[config.mk]
export PLATFORM = sky130hd
export DESIGN_NAME = uart_tx
export DESIGN_NICKNAME = d
export VERILOG_FILES = /design/src/rtl/uart_pkg.sv /design/src/rtl/tx_fifo.sv /design/src/rtl/uart_tx.sv
export SDC_FILE = /design/constraint.sdc
export NUM_CORES = 1
export LEC_CHECK = 0
export ABC_CLOCK_PERIOD_IN_PS = 4900
export CAP_MARGIN = 10
export CORE_MARGIN = 2
export CORE_UTILIZATION = 43
export DETAILED_ROUTE_END_ITERATION = 10
export HOLD_SLACK_MARGIN = 0.03
export PLACE_DENSITY = 0.65
export SYNTH_ARGS = -nofsm -noshare
export SYNTH_HDL_FRONTEND = slang
export SYNTH_SLANG_ARGS = --single-unit
export TNS_END_PERCENT = 50
[constraint.sdc]
create_clock -name clk -period 4.9 [get_ports clk]
set_clock_uncertainty 0.2 [all_clocks]
set_input_delay 0.735 -clock clk [delete_from_list [all_inputs] [get_ports clk]]
set_output_delay 0.735 -clock clk [all_outputs]
set_load 0.02 [all_outputs]
[src/rtl/uart_pkg.sv]
// uart_pkg: shared transmit FSM state type and default UART parameters.
package uart_pkg;
  typedef enum logic [1:0] {IDLE, START, DATA, STOP} tx_state_t;
  localparam int CLKS_PER_BIT_DEF = 868;
  localparam int FIFO_DEPTH_DEF = 4;
endpackage

[src/rtl/tx_fifo.sv]
// tx_fifo: byte FIFO with wrap-bit pointers and a combinational head output.
module tx_fifo #(
  parameter int DEPTH = 4
) (
  input  logic       clk,
  input  logic       rst,
  input  logic       push,
  input  logic       pop,
  input  logic [7:0] din,
  output logic [7:0] dout,
  output logic       full,
  output logic       empty
);
  localparam int AW = $clog2(DEPTH);
  logic [AW:0] wp, rp;
  logic [7:0] mem [DEPTH];
  logic rd, wr;
  assign full = (wp[AW-1:0] == rp[AW-1:0]) && (wp[AW] != rp[AW]);
  assign empty = wp == rp;
  assign dout = mem[rp[AW-1:0]];
  assign rd = pop && !empty;
  // a simultaneous pop frees the head slot, so a push into a full FIFO is taken then
  assign wr = push && (!full || rd);
  always_ff @(posedge clk)
    if (wr) mem[wp[AW-1:0]] <= din;
  always_ff @(posedge clk)
    if (rst) begin
      wp <= '0;
      rp <= '0;
    end else begin
      if (wr) wp <= wp + 1'b1;
      if (rd) rp <= rp + 1'b1;
    end
endmodule

[src/rtl/uart_tx.sv]
// uart_tx: buffered 8N1 serial transmitter with a registered line output.
module uart_tx
  import uart_pkg::*;
#(
  parameter int CLKS_PER_BIT = CLKS_PER_BIT_DEF,
  parameter int FIFO_DEPTH = FIFO_DEPTH_DEF
) (
  input  logic       clk,
  input  logic       rst,
  input  logic       tx_go,
  input  logic [7:0] txdata,
  output logic       tx_full,
  output logic       tx_busy,
  output logic       tx_done,
  output logic       txd
);
  localparam int CW = $clog2(CLKS_PER_BIT);
  localparam logic [CW-1:0] LAST = CW'(CLKS_PER_BIT - 1);
  tx_state_t state;
  logic [CW-1:0] cnt;
  logic [2:0] idx;
  logic [7:0] sh, head;
  logic empty, pop, bit_end;
  assign bit_end = cnt == LAST;
  assign pop = (state == IDLE) && !empty;
  assign tx_busy = (state != IDLE) || !empty;
  tx_fifo #(.DEPTH(FIFO_DEPTH)) fifo (
    .clk(clk),
    .rst(rst),
    .push(tx_go),
    .pop(pop),
    .din(txdata),
    .dout(head),
    .full(tx_full),
    .empty(empty)
  );
  always_ff @(posedge clk)
    if (rst) begin
      state <= IDLE;
      txd <= 1'b1;
      tx_done <= 1'b0;
      cnt <= '0;
      idx <= '0;
      sh <= '0;
    end else begin
      tx_done <= 1'b0;
      cnt <= (state == IDLE || bit_end) ? '0 : cnt + 1'b1;
      case (state)
        IDLE: if (!empty) begin
          state <= START;
          txd <= 1'b0;
          sh <= head;
          idx <= '0;
        end
        START: if (bit_end) begin
          state <= DATA;
          txd <= sh[0];
          sh <= sh >> 1;
        end
        DATA: if (bit_end) begin
          if (idx == 3'd7) begin
            state <= STOP;
            txd <= 1'b1;
          end else begin
            txd <= sh[0];
            sh <= sh >> 1;
            idx <= idx + 3'd1;
          end
        end
        STOP: if (bit_end) begin
          state <= IDLE;
          tx_done <= 1'b1;
        end
      endcase
    end
endmodule

-- After elaboration in Yosys (flattened, before gate mapping)
Memories as Yosys holds them, arrays and structs flattened. A register that Yosys moved wholly into a read port is not among the register bits.
Cells that the tools add are included.
- memories kept: 1
- output and inout bits: 4
- bits in latches: 0
- logic and storage cells: 72
- input port bits: 11
- flip-flop bits (word level): 31
- RAM bits: 32
- ROM bits: 0
- memory list (memory ; depth ; width ; read ports ; clocked after memory_dff ; wr ports ; line ; source):
    fifo.mem ; 4 ; 8 ; 1 ; 1 ; 1 ; tx_fifo.sv:16 ; logic [7:0] mem [DEPTH];
- reductions and logical operators: 19
- eq/ne operators: 14
- add/sub/neg operators: 4
- multipliers: 0
- bitwise gates (word level): 1
- mux-type cells: 25
- magnitude comparators: 0
- divide/modulo/power cells: 0
- shift-type cells: 0
- operators by type and width (operator ; count):
    8-bit 2-to-1 mux ; 4
    8-bit case mux with 3 select lines ; 1
    2-bit 2-to-1 mux ; 7
    2-bit inequality test (second input constant) ; 6
    10-bit by 1-bit adder with 10-bit output (second input constant) ; 1
    10-bit == test (second input constant) ; 1
    5-bit AND reduction ; 2
    3-bit by 1-bit adder with 3-bit output (second input constant) ; 3
    3-bit 2-to-1 mux ; 3
    2-bit case mux with 4 select lines ; 1
    4-bit AND reduction ; 2
    1-bit 2-to-1 mux ; 7
    3-bit case mux with 2 select lines ; 1
    2-bit == test (second input constant) ; 2
    1-bit logical AND ; 4
    2-bit nonzero test ; 2
    2-bit OR reduction ; 2
    3-bit == test ; 1
    3-bit == test (second input constant) ; 1
    1-bit logical OR ; 3
    1-bit case mux with 3 select lines ; 1
    3-bit nonzero test ; 1
    2-bit by 1-bit == test with 1-bit output (second input constant) ; 1
    2-bit == test ; 1
    4 further kinds ; 5

-- Logic depth before layout (Yosys ltp)
Gate-level depths: netlist of the first run.
- depth in word-level cells: 8
- mapped depth: 7
- gate-level depth less buffers: 7

-- Cells and area by module
A second synthesis of the first run with hierarchy kept.
- cell total of the unflattened synthesis: 242
- area total of the unflattened synthesis: 2977.9 µm²
- modules (own cells, without submodules) (module ; instances ; cells each ; sequential area each (µm²) ; area an instance (µm²)):
    tx_fifo ; 1 ; 97 ; 1121.1 ; 1699.1
    uart_tx ; 1 ; 145 ; 500.5 ; 1278.7

-- Worst setup path after synthesis of the first run
No wires, ideal clock.
- kind: reg2out
- start point: register state[0]
- end point: output port tx_busy
- stages on the path, launching flop included: 6
- buffers on the path: 0
- arrival time: 1326 ps
- slack: 2639 ps
- cell sequence: dfxtp_1 inv_1 ha_1 inv_1 nor4_4 inv_1
- word-level cells in the longest chain between the ends: 2
- ends and longest elaborated chain (what ; line ; source):
    start, declared ; uart_tx.sv:19 ; tx_state_t state;
    start signal, assigned ; uart_tx.sv:39 ; state <= IDLE;
    start signal, assigned ; uart_tx.sv:50 ; state <= START;
    start signal, assigned ; uart_tx.sv:56 ; state <= DATA;
    2-bit nonzero test ; uart_tx.sv:26 ; assign tx_busy = (state != IDLE) || !empty;
    1-bit logical OR ; uart_tx.sv:26 ;
    end, declared ; uart_tx.sv:13 ; output logic tx_busy,
Every way passes these cells.

-- Final worst setup path of the first run
Same ends and word-level chain as after synthesis.

==> results.json, run 1 <==
{
  "status": "finished clean",
  "finalCriticalPeriod_ns": 3.28,
  "wl_per_cell_um": 14.1,
  "hold_class": "flop to flop",
  "rsz0062_at_grt": "false",
  "die_y_um": 86.9,
  "first_iter_violations": 61,
  "grt_start_max_net_pins": 19,
  "antenna_cells": 0,
  "cts_setup_buffers": 0,
  "grt_pass1_vias": 1711,
  "crit_fanout": 8,
  "power.density_nw_per_um2": 492,
  "grt_pass1_wl_mm": 8.22,
  "yosys.area.top_type": "edfxtp_1",
  "multi_input_area_sq_um": 1270,
  "slew_headroom_pct": 60.1,
  "synth_area_sq_um": 2950,
  "track_usage_pct": 14.7,
  "cts-root-buf": "clkbuf_8",
  "hold_viol": 0,
  "synthCells": 235,
  "synth.yosys.seq_area_share_pct": 54.9,
  "vias": 1729,
  "yosysWarningCount": 0,
  "hpwlAfterDp_mm": 3.28,
  "ys_seq_elements": 65,
  "first_pass_iters": 4,
  "io_buffers": 14,
  "yosys-top-cells-area": "edfxtp_1, dfxtp_1, mux4_2",
  "criticalPathCategory": "flop to primary output",
  "slew_violations": 0,
  "clock.fmax_mhz": 305,
  "dieWidth_um": 86.9,
  "clk_pin_slew_ns": 0.07,
  "synth_top_area_share_pct": 32.6,
  "core_sq_um": 6720,
  "antenna_found_initial": 0,
  "holdWs_ns": 0.282,
  "dpl-instance-area_sq_um": 3170,
  "end_kind": "primary output",
  "seq_area_sq_um": 1620,
  "arrival_ns": 2.34,
  "grt_overflow_total": 0,
  "syn_nets": 259,
  "dieArea_sq_um": 7540,
  "fin_crit_sh_pct": 66.8,
  "leakage_uw": 0.00122,
  "io_pins": 15,
  "setup_viol": 0,
  "drc": 0,
  "post_cts_resized": 0,
  "drt_wl_total_mm": 4.75,
  "maxCapViolations": 0,
  "rows": 30,
  "nNetsFinal": 277,
  "worstPathRequired_ns": 3.96,
  "cts_sinks": 65,
  "fill_cells": 590,
  "postCtsHoldBufs": 0,
  "clockBufferDepth": 2,
  "tns_ns": 0,
  "worst_setup_path_start_kind": "flop",
  "design_area_sq_um": 3370,
  "numCtsBuffers": 9,
  "ys_types": 40,
  "clk-insertion-delay-late_ns": 0.35,
  "gp_congestion": 0.779,
  "syn2layout_area_growth_pct": 14.1,
  "cts_tree": "yes",
  "ant_nets": 0,
  "cts_max_level": 3,
  "layout-drive-gt1-share_pct": 14.3,
  "initial_utilization_pct": 43.9,
  "syn_avg_cell_area_sq_um": 12.6,
  "ir_drop_v": 0.000272,
  "worst_slew_pin_slew_ns": 0.597,
  "avgViaCountPerCell": 5.12
}
==> synthesized netlist by cell type <==
master / number
edfxtp_1: 32
mux2i_1: 13
a21oi_1: 1
clkbuf_1: 5
o21bai_1: 1
ha_1: 13
mux4_2: 8
o31ai_1: 1
or3_1: 1
a41oi_1: 1
buf_2: 2
o311ai_0: 1
buf_1: 1
o211ai_4: 1
nor3_1: 5
nor3_4: 1
and2_1: 3
nand2b_1: 6
a21boi_0: 1
o211ai_1: 1
xor2_1: 8
a41o_1: 1
o21ai_0: 2
nand4b_1: 2
nand3_1: 7
o211a_1: 1
nor4_4: 1
inv_1: 8
o41ai_2: 1
nand2_1: 12
nor2b_1: 7
mux2_2: 7
or4_4: 1
or3_4: 1
nor4_1: 2
nor2_1: 29
dfxtp_1: 33
a31oi_1: 3
and3b_1: 1
xnor2_1: 10
==> worst max-delay path, cell delays in order, from the launching register on <==
cell and delay (ns):
dfxtp_1 0.34, inv_1 0.11, ha_1 0.31, inv_1 0.15
nor4_4 0.37, inv_1 0.16, clkdlybuf4s50_1 0.56
==> metrics by stage <==
| step | total power (uW) | setup WS (ns) | instances | utilization [%] |
|---|---|---|---|---|
| 2_1_floorplan | 1100 | 2.64 | 235 | - |
| 3_3_place_gp | 1210 | 2.06 | 322 | 47.1 |
| 3_5_place_dp | 1210 | 1.99 | 322 | 47.1 |
| 4_1_cts | 1680 | 1.60 | 338 | 50.1 |
| 5_1_grt | 1760 | 1.41 | 338 | 50.1 |
| 6_report | 1660 | 1.62 | 338 | 50.1 |
==> report_power, final <==
group	total (uW)	leakage [uW]	switching [uW]	internal, uW
Clock	459	0.0000958	219	240
Combinational	503	0.000557	256	247
Sequential	694	0.000563	55.8	638
==> logic make-up after synthesis <==
logic type,count (synthesis),synth area share (%)
and+or+nand+nor,79,14.2
DFF,65,54.9
muxes,28,13.2
xor gates and xnor gates,18,5.34
AOI/OAI and AO/OA,16,4.71
buffers and inverters,16,2.12
adders and majority gates,13,5.51
==> layer usage <==
| metal | vias up | global-route usage [%] | routed length [um] |
|---|---|---|---|
| li1 | 881 | - | - |
| met1 | 819 | 19.0 | 2340 |
| met2 | 21 | 21.8 | 2130 |
| met3 | 8 | 5.59 | 170 |
| met4 | 0 | 7.24 | 110 |
| met5 | - | 0 | 0 |
==> layout by cell type, fill, tap and decap left out, drive strengths merged, types with 9 or more instances in the layout <==
master         count
edfxtp            32
clkdlybuf4s50     14
nand2             12
nor2              29
ha                13
inv               11
mux2i             13
clkbuf             9
dfxtp             33
xnor2             10
==> area by class of cell <==
cell class                 count  area share [%]
clock buffer                   9            3.68
clock inverter                 7            2.30
inverter                       8           0.892
multi-input combinational    154            37.6
sequential                    65            48.1
tap                           80            2.97
timing repair buffer          15            4.38
==> final timing paths <==
| check | cells past startpoint | endpoint | startpoint | slack, ns |
|---|---|---|---|---|
| setup / recovery | 6 | tx_busy | state[0]$_SDFFE_PP0P_ | 1.62 |
| hold / removal | 1 | cnt[0]$_SDFF_PP0_ | cnt[0]$_SDFF_PP0_ | 0.28 |
| setup reg to reg | 4 | fifo.mem[2][5]$_DFFE_PP_ | fifo.wp[0]$_SDFFE_PP0N_ | 2.51 |
| hold reg to reg | 1 | cnt[0]$_SDFF_PP0_ | cnt[0]$_SDFF_PP0_ | 0.28 |
==> sequential cells by signal (all words and copies together) (netlist names), named ones only <==
signal / flops
sh: 8
idx: 3
fifo.wp: 3
tx_done: 1
fifo.rp: 3
fifo.mem: 32
txd: 1
state: 2
cnt: 10
No activity file was read; power rests on OpenSTA's default activity.
==> run 2: changes to the inputs <==
- ABC_CLOCK_PERIOD_IN_PS: 4900 -> 2700
- PLACE_DENSITY: 0.65 -> 0.68
- clock period: 4.9 -> 2.7 ns (I/O delays scaled with it)
==> results.json, run 2 (synthesis gave the netlist of run 1 again) <==
{
  "track_usage_pct": 13.9,
  "io_buffers": 14,
  "grt_overflow_total": 0,
  "clock.fmax_mhz": 391,
  "status": "finished clean",
  "criticalPathCategory": "flop to primary output",
  "crit_fanout": 6,
  "rsz0062_at_grt": "false",
  "first_pass_iters": 4,
  "final_cell_count_no_fill": 339,
  "cts_sinks": 65,
  "holdWs_ns": 0.264,
  "wl_per_cell_um": 13.8,
  "hpwlAfterDp_mm": 3.30,
  "first_iter_violations": 71,
  "clk_pin_slew_ns": 0.07,
  "worst_setup_path_start_kind": "flop",
  "cts-root-buf": "clkbuf_8",
  "critPathSlowestCell": "clkdlybuf4s50_1",
  "avgViaCountPerCell": 5.11,
  "layout-drive-gt1-share_pct": 15.1,
  "power.density_nw_per_um2": 906,
  "core_sq_um": 6720,
  "dieWidth_um": 86.9,
  "use_met3_pct": 4.83,
  "fin_util_pct": 50.6,
  "finalCriticalPeriod_ns": 2.56,
  "slew_headroom_pct": 64.5,
  "use_met2_pct": 21.9,
  "layout_commonest_cell": "dfxtp_1",
  "gr-max-usage-layer": "met2",
  "rows": 30,
  "leakage_uw": 0.00124,
  "largest_register_ff_count": 32,
  "arrival_ns": 1.95,
  "dpl.cell_count": 323,
  "worstPathRequired_ns": 2.10,
  "ir_drop_v": 0.000360,
  "grt_pass1_wl_mm": 7.85,
  "syn2layout_area_growth_pct": 15.1,
  "maxCapViolations": 0,
  "vias": 1732,
  "cts_max_level": 3,
  "postCtsHoldBufs": 0,
  "initial_utilization_pct": 43.9,
  "end_kind": "primary output",
  "ant_nets": 0,
  "slew_violations": 0,
  "grt_start_max_net_pins": 34,
  "drc": 0,
  "dieArea_sq_um": 7540,
  "worst_slew_pin_slew_ns": 0.532,
  "cts_tree": "yes",
  "antenna_cells": 0,
  "drt_wl_total_mm": 4.66,
  "numCtsBuffers": 9,
  "nNetsFinal": 278,
  "final_cell_mix": "dfxtp_1, edfxtp_1, nor2_1",
  "fin_crit_sh_pct": 94.8,
  "io_pins": 15,
  "tns_ns": 0,
  "hold_class": "flop to flop",
  "setup_viol": 0,
  "gr-usage-met1_pct": 17.1,
  "hold_viol": 0,
  "grt_pass1_vias": 1712,
  "antenna_found_initial": 0,
  "clockBufferDepth": 2,
  "gp_congestion": 0.790,
  "worstPathCellList": "xor2_1 -> nor3_1 -> clkdlybuf4s50_1",
  "clk-insertion-delay-late_ns": 0.34,
  "die_y_um": 86.9,
  "cpPeakStageDelay_ns": 0.58
}
-- run 2: worst paths after layout --
path | startpoint | to | slack, ns | cells after the start
worst min register to register | cnt[0]$_SDFF_PP0_ | cnt[0]$_SDFF_PP0_ | 0.26 | 1
worst min-delay path | cnt[0]$_SDFF_PP0_ | cnt[0]$_SDFF_PP0_ | 0.26 | 1
worst max-delay path | fifo.wp[1]$_SDFFE_PP0N_ | tx_full | 0.14 | 3
worst max register to register | fifo.wp[1]$_SDFFE_PP0N_ | fifo.mem[2][3]$_DFFE_PP_ | 0.41 | 4
-- run 2: stage by stage --
stage                     total power [uW]  area, sq um  setup WS (ns)
after floorplan                       1990         2950          0.560
after global placement                2200         3170          0.341
after detailed placement              2220         3170          0.271
after CTS                             3130         3400          0.117
after global routing                  3270         3400         0.0461
final                                 3080         3400          0.140
-- run 2: final cells by class --
type	count	area [sq um]
Sequential cell	65	1620
Clock inverter	7	100
Tap cell	80	100
Timing Repair Buffer	16	154
Inverter	8	30.0
Multi-Input combinational cell	154	1270
Fill cell	595	3320
Clock buffer	9	124
-- run 2: per-layer routing --
metal,wire (um),up-vias
li1,-,880
met1,2210,822
met2,2220,25
met3,161,5
met4,73,0
met5,0,-
-- run 2: repair_timing --
item                       4_1_cts  5_1_grt
pin swaps                        0        1
buffers inserted                 0        0
gates cloned                     0        0
setup endpoints to repair        1        1
gates resized for setup          1        0
-- run 2: where the power goes --
group          total [uW]  switching (uW)  leakage (uW)  internal, uW
Clock                 911             382      0.000115           529
Combinational         908             464      0.000562           443
Sequential           1260             101      0.000563          1160
-- run 2: critical path, delay by kind of cell, from the launching register on --
kind | cells | cell delay, ns
flip-flops | 1 | 0.44
AND/OR/NAND/NOR | 1 | 0.15
buffers and inverters | 1 | 0.58
XOR/XNOR | 1 | 0.46
